## src/rtl/pwm_scan_ctrl.sv

```systemverilog
// ---------------------------------------------------------------------------
// pwm_scan_ctrl
//
// Purpose:
//   Timing and data source for a bank of per-channel PWM comparators.
//   It generates the shared free-running ramp `count` and the one-cycle
//   line-start strobe `hsync`. It also collects duty words from a
//   valid/ready stream into a shadow buffer. At a fixed point in each
//   period, the buffer is copied into the active duty registers `ch_data`,
//   so every channel sees new data at the same ramp position.
//
// Parameters:
//   DWIDTH : width of duty words and of the ramp (period = 2**DWIDTH cycles)
//   NCH    : number of PWM channels fed (>= 1)
//
// Ports:
//   clk          in   system clock, all state on the rising edge
//   rst          in   asynchronous active-high reset
//   en           in   scan enable; low forces and holds the ramp at 0
//   in_valid     in   upstream duty word valid
//   in_data      in   duty word, channels delivered in order 0..NCH-1
//   in_ready     out  shadow buffer has room (depends on fill index only)
//   count        out  shared PWM ramp
//   hsync        out  high exactly in the running cycles where count == 0
//   ch_data      out  active duty words, channel k at [k*DWIDTH +: DWIDTH]
//   line_done    out  one-cycle pulse when shadow was copied to active
//   underrun     out  sticky flag: a swap point passed with shadow not full
//   clr_underrun in   synchronous clear of underrun (a new event wins)
// ---------------------------------------------------------------------------
module pwm_scan_ctrl #(
  parameter int DWIDTH = 8,
  parameter int NCH    = 4
) (
  input  logic                    clk,
  input  logic                    rst,
  input  logic                    en,
  input  logic                    in_valid,
  input  logic [DWIDTH-1:0]       in_data,
  output logic                    in_ready,
  output logic [DWIDTH-1:0]       count,
  output logic                    hsync,
  output logic [NCH*DWIDTH-1:0]   ch_data,
  output logic                    line_done,
  output logic                    underrun,
  input  logic                    clr_underrun
);

  // The fill index must be able to hold NCH itself ("buffer full").
  localparam int                FW        = $clog2(NCH + 1);
  localparam logic [FW-1:0]     FILL_FULL = FW'(NCH);
  localparam logic [DWIDTH-1:0] CNT_MAX   = '1;
  // The copy happens on the edge that moves the ramp from MAX-1 to MAX.
  // This gives the active words a full cycle to settle before hsync.
  localparam logic [DWIDTH-1:0] CNT_SWAP  = CNT_MAX - DWIDTH'(1);

  // The scan FSM records whether the previous edge saw en high.
  // The first enabled edge after idle restarts the line at count 0 with
  // hsync high, instead of advancing the ramp.
  typedef enum logic {
    S_IDLE = 1'b0,
    S_RUN  = 1'b1
  } scanState_t;

  scanState_t                r_state;
  scanState_t                w_stateNext;
  logic                      w_restart;
  logic                      w_advance;

  logic [DWIDTH-1:0]         r_count;
  logic                      r_hsync;
  logic [FW-1:0]             r_fill;
  logic [NCH*DWIDTH-1:0]     r_shadow;
  logic [NCH*DWIDTH-1:0]     r_chData;
  logic                      r_lineDone;
  logic                      r_underrun;

  logic                      w_accept;
  logic                      w_full;
  logic                      w_swap;

  // ---------------------------------------------------------------------
  // Scan FSM: state register
  // ---------------------------------------------------------------------
  always_ff @(posedge clk or posedge rst) begin
    if (rst) begin
      r_state <= S_IDLE;
    end else begin
      r_state <= w_stateNext;
    end
  end

  // ---------------------------------------------------------------------
  // Scan FSM: next state. The FSM runs whenever enable is high.
  // ---------------------------------------------------------------------
  always_comb begin
    w_stateNext = r_state;
    case (r_state)
      S_IDLE:  if (en)  w_stateNext = S_RUN;
      S_RUN:   if (!en) w_stateNext = S_IDLE;
      default: w_stateNext = S_IDLE;
    endcase
  end

  // ---------------------------------------------------------------------
  // Scan FSM: outputs.
  //   w_restart : the ramp begins a fresh line at 0.
  //   w_advance : the ramp steps forward normally.
  // ---------------------------------------------------------------------
  always_comb begin
    w_restart = 1'b0;
    w_advance = 1'b0;
    case (r_state)
      S_IDLE:  w_restart = en;
      S_RUN:   w_advance = en;
      default: begin
        w_restart = 1'b0;
        w_advance = 1'b0;
      end
    endcase
  end

  // ---------------------------------------------------------------------
  // Ramp and line-start strobe.
  // hsync is registered alongside count, so it is high exactly in the
  // cycles where a running ramp shows 0. This includes the restart cycle
  // after enable rises.
  // ---------------------------------------------------------------------
  always_ff @(posedge clk or posedge rst) begin
    if (rst) begin
      r_count <= '0;
      r_hsync <= 1'b0;
    end else if (!en) begin
      r_count <= '0;
      r_hsync <= 1'b0;
    end else if (w_restart) begin
      r_count <= '0;
      r_hsync <= 1'b1;
    end else begin
      r_count <= r_count + DWIDTH'(1);
      r_hsync <= (r_count == CNT_MAX);
    end
  end

  // Stream handshake and swap decision.
  // w_full is sampled before the edge, so a word that completes the
  // buffer on the swap edge itself is held for the following swap.
  assign in_ready = (r_fill < FILL_FULL);
  assign w_accept = in_valid && in_ready;
  assign w_full   = (r_fill == FILL_FULL);
  assign w_swap   = w_advance && (r_count == CNT_SWAP);

  // ---------------------------------------------------------------------
  // Fill index. A successful swap empties the buffer. Otherwise each
  // accepted word bumps the index. The two cannot coincide, because a
  // full buffer deasserts in_ready.
  // ---------------------------------------------------------------------
  always_ff @(posedge clk or posedge rst) begin
    if (rst) begin
      r_fill <= '0;
    end else if (w_swap && w_full) begin
      r_fill <= '0;
    end else if (w_accept) begin
      r_fill <= r_fill + FW'(1);
    end
  end

  // ---------------------------------------------------------------------
  // Shadow buffer. Each accepted word lands in the slot named by the fill
  // index, so channel order follows stream order.
  // ---------------------------------------------------------------------
  always_ff @(posedge clk or posedge rst) begin
    if (rst) begin
      r_shadow <= '0;
    end else begin
      for (int k = 0; k < NCH; k++) begin
        if (w_accept && (r_fill == FW'(k))) begin
          r_shadow[k*DWIDTH +: DWIDTH] <= in_data;
        end
      end
    end
  end

  // ---------------------------------------------------------------------
  // Active duty words and line-done pulse. If the shadow is not full at
  // the swap point, the previous line is simply repeated.
  // ---------------------------------------------------------------------
  always_ff @(posedge clk or posedge rst) begin
    if (rst) begin
      r_chData   <= '0;
      r_lineDone <= 1'b0;
    end else begin
      r_lineDone <= w_swap && w_full;
      if (w_swap && w_full) begin
        r_chData <= r_shadow;
      end
    end
  end

  // ---------------------------------------------------------------------
  // Sticky underrun flag. A new underrun event takes priority over a
  // clear on the same edge, so that no event is ever lost.
  // ---------------------------------------------------------------------
  always_ff @(posedge clk or posedge rst) begin
    if (rst) begin
      r_underrun <= 1'b0;
    end else if (w_swap && !w_full) begin
      r_underrun <= 1'b1;
    end else if (clr_underrun) begin
      r_underrun <= 1'b0;
    end
  end

  assign count     = r_count;
  assign hsync     = r_hsync;
  assign ch_data   = r_chData;
  assign line_done = r_lineDone;
  assign underrun  = r_underrun;

endmodule

```

## config.mk

```make
export PLATFORM = sky130hd
export DESIGN_NAME = pwm_scan_ctrl
export DESIGN_NICKNAME = d
export VERILOG_FILES = /design/src/rtl/pwm_scan_ctrl.sv
export SDC_FILE = /design/constraint.sdc
export NUM_CORES = 1
export LEC_CHECK = 0
export ABC_AREA = 0
export ABC_CLOCK_PERIOD_IN_PS = 5980
export CELL_PAD_IN_SITES_DETAIL_PLACEMENT = 1
export CELL_PAD_IN_SITES_GLOBAL_PLACEMENT = 1
export CORE_MARGIN = 1.5
export CORE_UTILIZATION = 48
export CTS_BUF_LIST = sky130_fd_sc_hd__clkbuf_4
export CTS_CLUSTER_DIAMETER = 40
export CTS_CLUSTER_SIZE = 40
export DETAILED_ROUTE_END_ITERATION = 16
export GPL_TIMING_DRIVEN = 0
export PLACE_DENSITY_LB_ADDON = 0.3
export SYNTH_ARGS = -nofsm -noshare
export SYNTH_HDL_FRONTEND = slang
export SYNTH_SLANG_ARGS = --single-unit
export TNS_END_PERCENT = 10
```

## constraint.sdc

```tcl
create_clock -name clk -period 5.98 [get_ports clk]
set_input_delay 1.196 -clock clk [delete_from_list [all_inputs] [get_ports clk]]
set_output_delay 1.196 -clock clk [all_outputs]
set_load 0.02 [all_outputs]
```

-- After elaboration in Yosys (flattened, before gate mapping)
Index checks and enable logic that the tools add are counted.
- register bits after elaboration: 79
- input bits: 13
- output and inout port bits: 44
- logic and storage cells: 43
- $add $sub $neg: 2
- magnitude comparators: 1
- eq/ne operators: 6
- muxes and demuxes: 11
- reductions and logical operators: 12
- operators by type and width (kind ; count):
    $eq 8x8->1 const B ; 2
    $mux 8 ; 2
    $add 8x1->8 const B ; 1
    $logic_and 1x1->1 ; 8
    $mux 1 ; 7
    $eq 3x2->1 const B ; 2
    $mux 3 ; 2
    $reduce_bool 2->1 ; 2
    $add 3x1->3 const B ; 1
    $eq 3x1->1 const B ; 1
    $eq 3x3->1 const B ; 1
    $logic_not 3->1 ; 1
    $lt 3x3->1 const B ; 1
    $logic_not 1->1 ; 1

-- Logic depth before layout (Yosys ltp)
Gate-level depths: netlist of run 1.
- depth after elaboration: 4
- gate-level depth with buffers: 6
- mapped depth without buffers: 5

-- Worst setup path before layout of run 1
Ideal clock, no wire load.
- kind: input -> register
- start point: input port en
- end point: register r_chData[10] (netlist: ch_data[10])
- library setup time: 125 ps
- arrival time: 2265 ps
- data required time: 5855 ps
- slack: 3590 ps
- cell stages on the path: 4
- buffers on the path: 1
- cells stage by stage: nand4_1 nor4_4 buf_6 mux2_2
- cells in the longest elaborated chain, start to end: 3
- ends and longest elaborated chain (what ; line ; source):
    from (decl) ; 36 ; input logic en,
    $mux 1 ; 112 ; case (r_state)
    $logic_and 1x1->1 ; 150 ; assign w_swap = w_advance && (r_count == CNT_SWAP);
    $logic_and 1x1->1 ; 193 ; if (w_swap && w_full) begin
    to (signal assigned) ; 194 ; r_chData <= r_shadow;
    to (decl) ; 73 ; logic [NCH*DWIDTH-1:0] r_chData;
Every way passes these cells.
A chain may end at the register's enable or synchronous reset.

-- Final worst setup path of run 1
- start point: input port en
- end point: register r_chData[2] (netlist: ch_data[2])
Same word-level chain as after synthesis.

==> metrics.txt, run 1 <==
outcome=completed; Routed Antenna Nets=0; top post-synthesis cells by area=dfrtp_1 (63%), mux2_2 (22%), ha_1 (2.8%); drt pass-1 iters=4; Setup TNS Final=0 ns; die area=7020 um2; number of flops mapped to enable cells by yosys=0; CP bufs+invs=2; Yosys top cell area share=63.1%; Inst Count DP=339; maximum VDD drop=0.159 mV; layout cells sized above 1=30.2%; dpl hpwl=4.59 mm; Primary FF master, synth=dfrtp_1; die span in x=83.8 um; Cell variety after synth=29; Clock Latency Late Sink=0.42 ns; Mapped Cells=205; PD cells=244 nW/um2; CTS Hold Bufs=0; Top Ports=57; max incr delay on CP=0.61 ns; Total GRT Usage=20.8%; area leader, netlist=dfrtp_1; Bufs on Longest Clock Path=2; nature of the critical path startpoint=primary input; WL/cell=19.0 um; vias=1,898; Top Family by Delay on Critical Path=buffers and inverters; vias per cell=5.35; Critical Path RT=6.29 ns; First DRT Iteration DRCs=45; P_leak=1.95 nW; post-route cell area=3990 um2; clk sinks=79; antenna violations before repair=0; total CTS buffers=9; Overflow after GRT=0; DR DRC count=0; crit-path cells=clkdlybuf4s50_1 > nand4_1 > nor4_4 > buf_6 > mux2_2; Peak Freq=0.353 GHz; actual slew at the worst max-slew pin=0.763 ns; site row count=29; post-route clock period utilization=47.4%; CP Capture Type=flip-flop; number of H-tree levels=3; Synth async-reset ratio=100%; Setup Skew=0.0113 ns; flops & latches, synth=79; final setup fails=0; final total power=0.973 mW; synth-to-layout area growth=27.6%; clock-pin slew on the worst setup and hold paths=0.13 ns; Starting Density=49.6%; Net count, final=293; largest net degree at the start of global routing=45; Hold Path Class=flip-flop to flip-flop; final WL=6.75 mm; # Post-CTS Setup Buffers=0; vias in the first global route=2,180; max-cap viol count=0; Crit Path Class=primary input to flip-flop; Worst Path Arrival=3.14 ns; Root Driver=clkbuf_4; syn_area_per_cell=15.3 um2; sequential share of the synthesized area=63.1%; RSZ-0062 raised after global routing=false; I/O Buffers=56; Core Area=6310 um2; antenna cell count=0; Syn. warnings=0; Tmin final=2.83 ns; final std cells w/o fill=355; fin. max-slew vios=0; Die Y=83.8 um; first-pass GRT wire length=11.2 mm; Fillers=605; CTS tree=done; Slew HR=48.7%; Syn Nets=225; Crit Path Max Fanout=10; Placer Congestion=0.718; slowest CP cell=nor4_4; most common cell in the netlist=dfrtp_1; Hold Violations, Final=0; dpl cell area=3810 um2; Synth top cells by count=dfrtp_1 (79), mux2_2 (62); Post-Syn Area=3130 um2; PostCTS Resize Cnt=0
==> cell families (layout without fill, tap and decap cells) <==
logic type                 count (synthesis)  in the layout  share of synthesized area [%]
AOI/OAI and AO/OA                          9              9                           1.80
xor gates and xnor gates                   4              4                           1.12
and+or+nand+nor                           30             30                           5.76
DFF                                       79             79                           63.1
buffers and inverters                     11             84                           2.04
adders and majority gates                  7              7                           2.80
muxes                                     65             65                           23.3
==> sequential cells by signal, summed over array words and instances, names as in the netlist <==
signal	flops
ch_data	32
r_shadow	32
count	8
r_fill	3
hsync	1
line_done	1
r_state	1
underrun	1
==> power breakdown <==
| part | internal [mW] | switching, mW |
|---|---|---|
| Clock | 0.225 | 0.179 |
| Combinational | 0.0121 | 0.0193 |
| Sequential | 0.536 | 0.00189 |
==> layer usage <==
metal | global-route usage (%) | vias to the layer above | routed length, um
met5 | 0 | - | 0
met3 | 3.56 | 9 | 297
met2 | 36.6 | 49 | 3490
met4 | 8.49 | 0 | 95
met1 | 25.5 | 980 | 2860
li1 | - | 860 | -
==> through the flow <==
stage                     hold WS (ns)  setup slack (ns)  utilization, %
after floorplan                  0.451              2.76               -
after global placement           0.463              1.53            60.0
after detailed placement         0.483              2.69            60.3
after CTS                        0.508              3.11            63.3
after global routing             0.529              3.01            63.3
final                            0.504              3.15            63.3
==> final cells by class <==
type / count / area [um2] / area share [%]
buffer: 4 / 37.5 / 0.940
clock buffer: 12 / 90.1 / 2.26
clock inverter: 4 / 93.8 / 2.35
inverter: 7 / 28.8 / 0.721
multi-input combinational: 115 / 1090 / 27.3
sequential: 79 / 1980 / 49.5
tap: 77 / 96.3 / 2.41
timing repair buffer: 57 / 581 / 14.5
==> placed cells by master, fill, tap and decap left out, types with 2 or more instances in the layout <==
| master | instances |
|---|---|
| a21oi_1 | 4 |
| buf_6 | 3 |
| bufinv_16 | 3 |
| clkbuf_4 | 12 |
| clkdlybuf4s50_1 | 56 |
| dfrtp_1 | 79 |
| ha_1 | 7 |
| inv_1 | 6 |
| mux2_1 | 2 |
| mux2_2 | 62 |
| nand2_1 | 7 |
| nand3_1 | 4 |
| nand4_1 | 3 |
| nor2_1 | 7 |
| xnor2_1 | 2 |
| xor2_1 | 2 |
==> path summary, 6_finish.rpt <==
check	slack, ns	start	endpoint	cells after the start
setup / recovery	3.15	en	ch_data[2]$_DFFE_PP0P_	5
hold / removal	0.50	r_state$_DFF_PP0_	hsync$_DFF_PP0_	1
setup reg to reg	3.71	r_fill[0]$_DFFE_PP0P_	ch_data[2]$_DFFE_PP0P_	6
hold reg to reg	0.50	r_state$_DFF_PP0_	hsync$_DFF_PP0_	1
max in group asynchronous	4.26	rst	count[1]$_DFF_PP0_	3
min in group asynchronous	1.13	rst	r_fill[2]$_DFFE_PP0P_	2
Power figures use the tool's default switching activity.
==> run 2, diff against run 1 <==
ABC_CLOCK_PERIOD_IN_PS = 2700   (was 5980)
CORE_UTILIZATION = 44   (was 48)
clock period = 2.7 ns   (was 5.98 ns; I/O delays follow)
==> run 2 against run 1 <==
Against the previous run: routed wire length fell by 5.0%; core utilization decreased by 4.3 points; clock power increased by 120%; clock-buffer cell count is 1 lower; first-iteration DRC count is 33% higher; sequential share of layout area fell by 0.45 points; cell area rose by 0.91%; worst hold slack lost 0.11 ns; combinational power rose by 130%; sequential cell count stayed put; largest cell class unchanged; largest power group unchanged; highest routed layer unchanged.
==> metrics.txt, run 2 (same netlist as run 1, synthesis figures left out) <==
Hold Path Class=primary input to asynchronous set/reset pin (was flip-flop to flip-flop); Core Area=6830 um2 (was 6310 um2); worst r2r path cells=6 (unchanged); I/O Buffers=56 (unchanged); Reg2Reg Setup Slack=0.49 ns (was 3.71 ns); PostCTS Resize Cnt=0 (unchanged); Top Ports=57 (unchanged); number of H-tree levels=3 (unchanged); First DRT Iteration DRCs=60 (was 45); Total GRT Usage=18.7% (was 20.8%); clock-pin slew on the worst setup and hold paths=0.12 ns (was 0.13 ns); Crit Path Max Fanout=10 (unchanged); drt pass-1 iters=4 (unchanged); max-cap viol count=0 (unchanged); Net count, final=293 (unchanged); Critical Path RT=2.99 ns (was 6.29 ns); clk sinks=79 (unchanged); final WL=6.41 mm (was 6.75 mm); dpl hpwl=4.37 mm (was 4.59 mm); antenna cell count=0 (unchanged); Crit Path Class=flip-flop to flip-flop (was primary input to flip-flop); die span in x=87.4 um (was 83.8 um); layout cells sized above 1=30.6% (was 30.2%); Hold WS=0.395 ns (was 0.504 ns); Peak Freq=0.452 GHz; total CTS buffers=9 (unchanged); outcome=completed (unchanged); CTS Hold Bufs=0 (unchanged); maximum VDD drop=0.387 mV (was 0.159 mV); Starting Density=45.8% (was 49.6%); Routed Antenna Nets=0 (unchanged); synth-to-layout area growth=28.7% (was 27.6%); Die Y=87.4 um (was 83.8 um); Core Util, Final=59.0% (was 63.3%); DR DRC count=0 (unchanged); RSZ-0062 raised after global routing=false (unchanged); Setup TNS Final=0 ns (unchanged); post-route clock period utilization=81.9%; Place WS=0.133 ns (was 2.69 ns); Fillers=668 (was 605); nature of the critical path startpoint=flip-flop (was primary input); vias in the first global route=2,006 (was 2,180); most common cell after layout, fill and taps aside=dfrtp_1 (unchanged); most frequent cells in the layout=dfrtp_1 (79), mux2_2 (62), clkdlybuf4s50_1 (56) (unchanged); P_leak=1.95 nW (about the same); Slew HR=53.4% (was 48.7%); PD cells=534 nW/um2 (was 244 nW/um2); actual slew at the worst max-slew pin=0.694 ns (was 0.763 ns); # Post-CTS Setup Buffers=0 (unchanged); final std cells w/o fill=374 (was 355); CTS tree=done (unchanged); setup ws final=0.489 ns (was 3.15 ns); final setup fails=0 (unchanged); Tmin final=2.21 ns; WL/cell=17.1 um (was 19.0 um); site row count=30 (was 29); Worst Path Arrival=2.51 ns (was 3.14 ns); Root Driver=clkbuf_4 (unchanged); Inst Count DP=358 (was 339); first-pass GRT wire length=10.4 mm (was 11.2 mm); vias per cell=5.02 (was 5.35); vias=1,878 (was 1,898); Hold Violations, Final=0 (unchanged); die area=7630 um2 (was 7020 um2); Clock Latency Late Sink=0.41 ns (was 0.42 ns); largest net degree at the start of global routing=65 (was 45); CP Capture Type=flip-flop (unchanged); antenna violations before repair=0 (unchanged); Overflow after GRT=0 (unchanged); final total power=2.15 mW (was 0.973 mW); fin. max-slew vios=0 (unchanged); dpl cell area=3840 um2 (was 3810 um2); Setup Skew=0.0156 ns (was 0.0113 ns); Placer Congestion=0.754 (was 0.718); Bufs on Longest Clock Path=2 (unchanged); post-route cell area=4030 um2 (was 3990 um2)
-- run 2: cell types whose count changed in the layout (fill, tap and decap cells not counted), sizes merged --
| cell | previous run | this run |
|---|---|---|
| clkbuf | 13 | 12 |
| clkinvlp | 0 | 1 |
-- run 2: path summary, 6_finish.rpt --
kind                                        from                       end
max                        r_fill[0]$_DFFE_PP0P_   ch_data[10]$_DFFE_PP0P_
min                                          rst  r_shadow[17]$_DFFE_PP0P_
max reg2reg                r_fill[0]$_DFFE_PP0P_   ch_data[10]$_DFFE_PP0P_
min reg2reg                    r_state$_DFF_PP0_           hsync$_DFF_PP0_
max in group asynchronous                    rst   r_shadow[5]$_DFFE_PP0P_
min in group clk               r_state$_DFF_PP0_           hsync$_DFF_PP0_
-- run 2: metal layers --
metal  wire length [um]  vias up  share of wire (%)  GRT usage [%]
met5                  0        -                  0              0
met4                 91        0                1.4           7.79
met3                261        8                4.1           3.98
met2               3150       45                 49           29.4
met1               2900      962                 45           25.3
li1                   -      863                  -              -
-- run 2: power by group --
group          leakage [nW]  internal, mW  switching, mW
Combinational         0.761        0.0279         0.0427
Sequential             1.09          1.19        0.00403
Clock                0.0973         0.492          0.401
Total                  1.95          1.71          0.447
-- run 2: area by class of cell --
type	count	area [um2]	share of cell area, %
inverter	7	28.8	0.714
sequential	79	1980	49.1
clock inverter	5	106	2.64
buffer	4	37.5	0.931
tap	96	120	2.98
timing repair buffer	57	588	14.6
clock buffer	11	82.6	2.05
multi-input combinational	115	1090	27.0
-- run 2: critical path, cell delays in order, from the launching register on --
cell,delay (ns)
dfrtp_1,0.44
inv_1,0.10
ha_1,0.20
nand2_1,0.12
nor4_4,0.61
buf_6,0.27
mux2_2,0.36
==> run 3, diff against run 2 <==
ABC_CLOCK_PERIOD_IN_PS = 1920   (was 2700)
CORE_UTILIZATION = 40   (was 44)
clock period = 1.92 ns   (was 2.7 ns; I/O delays follow)
==> run 3 against run 2 <==
Against the previous run: cell area rose by 1.5%; core utilization decreased by 5.5 points; worst hold slack lost 0.077 ns; die area is 9.6% higher; critical path type unchanged; critical endpoint is now ch_data[6]$_DFFE_PP0P_; highest routed layer unchanged.
==> metrics.txt, run 3 (same netlist as run 1, synthesis figures left out) <==
outcome=completed (unchanged); clk sinks=79 (unchanged); Critical Path RT=2.23 ns (was 2.99 ns); post-route clock period utilization=96.1% (was 81.9%); Die Y=91.5 um (was 87.4 um); Starting Density=40.9% (was 45.8%); vias in the first global route=2,102 (was 2,006); dpl cell area=3860 um2 (was 3840 um2); PD cells=687 nW/um2 (was 534 nW/um2); part of the power in combinational logic=3.8% (was 3.3%); Hold Violations, Final=0 (unchanged); Net Sw Frac=24.4% (was 20.8%); Seq pwr share=59.6% (was 55.3%); Setup Skew=0.0188 ns (was 0.0156 ns); Net count, final=301 (was 293); drt pass-1 iters=4 (unchanged); Clock Power Share=36.6% (was 41.4%); I/O Buffers=56 (unchanged); setup ws final=0.0741 ns (was 0.489 ns); Crit Path Max Fanout=10 (unchanged); met1 usage in global routing=21.2% (was 25.3%); Tmin final=1.85 ns (was 2.21 ns); final setup fails=0 (unchanged); CTS tree=done (unchanged); Overflow after GRT=0 (unchanged); antenna cell count=0 (unchanged); most frequent cells in the layout=dfrtp_1 (77), mux2_2 (62), clkdlybuf4s50_1 (49) (was dfrtp_1 (79), mux2_2 (62), clkdlybuf4s50_1 (56)); Clock Latency Late Sink=0.41 ns (about the same); antenna violations before repair=0 (unchanged); vias=1,908 (was 1,878); most common cell after layout, fill and taps aside=dfrtp_1 (unchanged); WL/cell=16.7 um (was 17.1 um); Slew HR=68.4% (was 53.4%); Setup TNS Final=0 ns (unchanged); Most Used Layer, Global Route=met2 (unchanged); Top Ports=57 (unchanged); Placer Congestion=0.743 (was 0.754); post-route cell area=4090 um2 (was 4030 um2); Core Util, Final=53.5% (was 59.0%); net switching power=0.685 mW (was 0.447 mW); largest net degree at the start of global routing=35 (was 65); site row count=32 (was 30); first-pass GRT wire length=10.9 mm (was 10.4 mm); dpl hpwl=4.42 mm (was 4.37 mm); actual slew at the worst max-slew pin=0.473 ns (was 0.694 ns); total CTS buffers=9 (unchanged); met2 usage=28.0% (was 29.4%); Register Area=1980 um2 (about the same); DR DRC count=0 (unchanged); First DRT Iteration DRCs=32 (was 60); die span in x=91.5 um (was 87.4 um); Root Driver=clkbuf_4 (unchanged); Total GRT Usage=17.0% (was 18.7%); final std cells w/o fill=388 (was 374); clock-pin slew on the worst setup and hold paths=0.14 ns (was 0.12 ns); P_leak=2.05 nW (was 1.95 nW); CTS Hold Bufs=0 (unchanged); multi-input logic area=1090 um2 (about the same); final WL=6.50 mm (was 6.41 mm); Peak Freq=0.542 GHz (was 0.452 GHz); internal power=2.12 mW (was 1.71 mW); Place WS=-0.546 ns (was 0.133 ns); Fillers=754 (was 668); vias per cell=4.92 (was 5.02); max-cap viol count=0 (unchanged); number of H-tree levels=3 (unchanged); CP Capture Type=flip-flop (unchanged); synth-to-layout area growth=30.7% (was 28.7%); Crit Path Class=flip-flop to flip-flop (unchanged); maximum VDD drop=0.431 mV (was 0.387 mV); Inst Count DP=365 (was 358); fin. max-slew vios=0 (unchanged); Worst Path Arrival=2.15 ns (was 2.51 ns); Hold Path Class=primary input to asynchronous set/reset pin (unchanged); Bufs on Longest Clock Path=2 (unchanged); grt met3 use=5.61% (was 3.98%); nature of the critical path startpoint=flip-flop (unchanged); die area=8370 um2 (was 7630 um2); Routed Antenna Nets=0 (unchanged); Core Area=7650 um2 (was 6830 um2); layout cells sized above 1=33.6% (was 30.6%)
[run 3: changes by cell type in the layout (fill, tap and decap cells not counted), sizes merged]
cell,previous run,this run
dlygate4sd2,0,3
clkbuf,12,10
dlymetal6s2s,0,4
clkinvlp,1,3
clkinv,1,2
buf,4,12
inv,7,8
bufinv,3,1
clkdlybuf4s50,56,49
[run 3: what timing repair did]
| item | in CTS | in global routing |
|---|---|---|
| pin swaps | 2 | 1 |
| gates resized for setup | 5 | 9 |
| endpoints found under the setup margin | 41 | 36 |
| setup buffers | 3 | 4 |
[run 3: per-layer routing]
layer	share of wire, %	vias up
met5	0	-
li1	-	868
met2	50	45
met4	1.7	0
met3	5.4	9
met1	43	986
[run 3: layout make-up]
cell class                      instances  area share, %
Clock inverter                          7           1.96
Sequential cell                        79           48.4
Buffer                                  4           1.22
Multi-Input combinational cell        115           26.7
Timing Repair Buffer                   65           16.2
Tap cell                              102           3.12
Inverter                                7          0.734
Clock buffer                            9           1.65
[run 3: worst paths after layout]
check                                 startpoint                     end  slack (ns)  cells after the start
min in group clk                              en       r_state$_DFF_PP0_        0.48                      1
setup reg to reg           r_fill[0]$_DFFE_PP0P_  ch_data[6]$_DFFE_PP0P_        0.07                      7
max in group asynchronous                    rst      count[2]$_DFF_PP0_        1.08                      3
hold / removal                               rst  ch_data[1]$_DFFE_PP0P_        0.32                      2
hold reg to reg                r_state$_DFF_PP0_         hsync$_DFF_PP0_        0.50                      1
setup / recovery           r_fill[0]$_DFFE_PP0P_  ch_data[6]$_DFFE_PP0P_        0.07                      7
[run 3: metrics by stage]
stage / hold WS (ns) / total power, mW
global placement: 0.469 / 1.80
detailed placement: 0.471 / 1.81
global route: 0.321 / 2.93
CTS: 0.298 / 2.85
finish: 0.318 / 2.81
floorplan: 0.415 / 1.75
[run 3: power groups by stage]
stage               combinational, mW  clock, mW  sequential, mW
floorplan                      0.0378          0            1.71
global placement               0.0933          0            1.71
detailed placement              0.106          0            1.71
CTS                             0.108       1.07            1.67
global route                    0.122       1.13            1.68
finish                          0.107       1.03            1.67
[run 3: worst max-delay path: stages (launching register included)]
cell and delay [ns]:
dfrtp_1 0.43, inv_1 0.09, ha_2 0.20, nand2_1 0.10, nor4_4 0.24, buf_6 0.17
buf_6 0.16, mux2_2 0.35
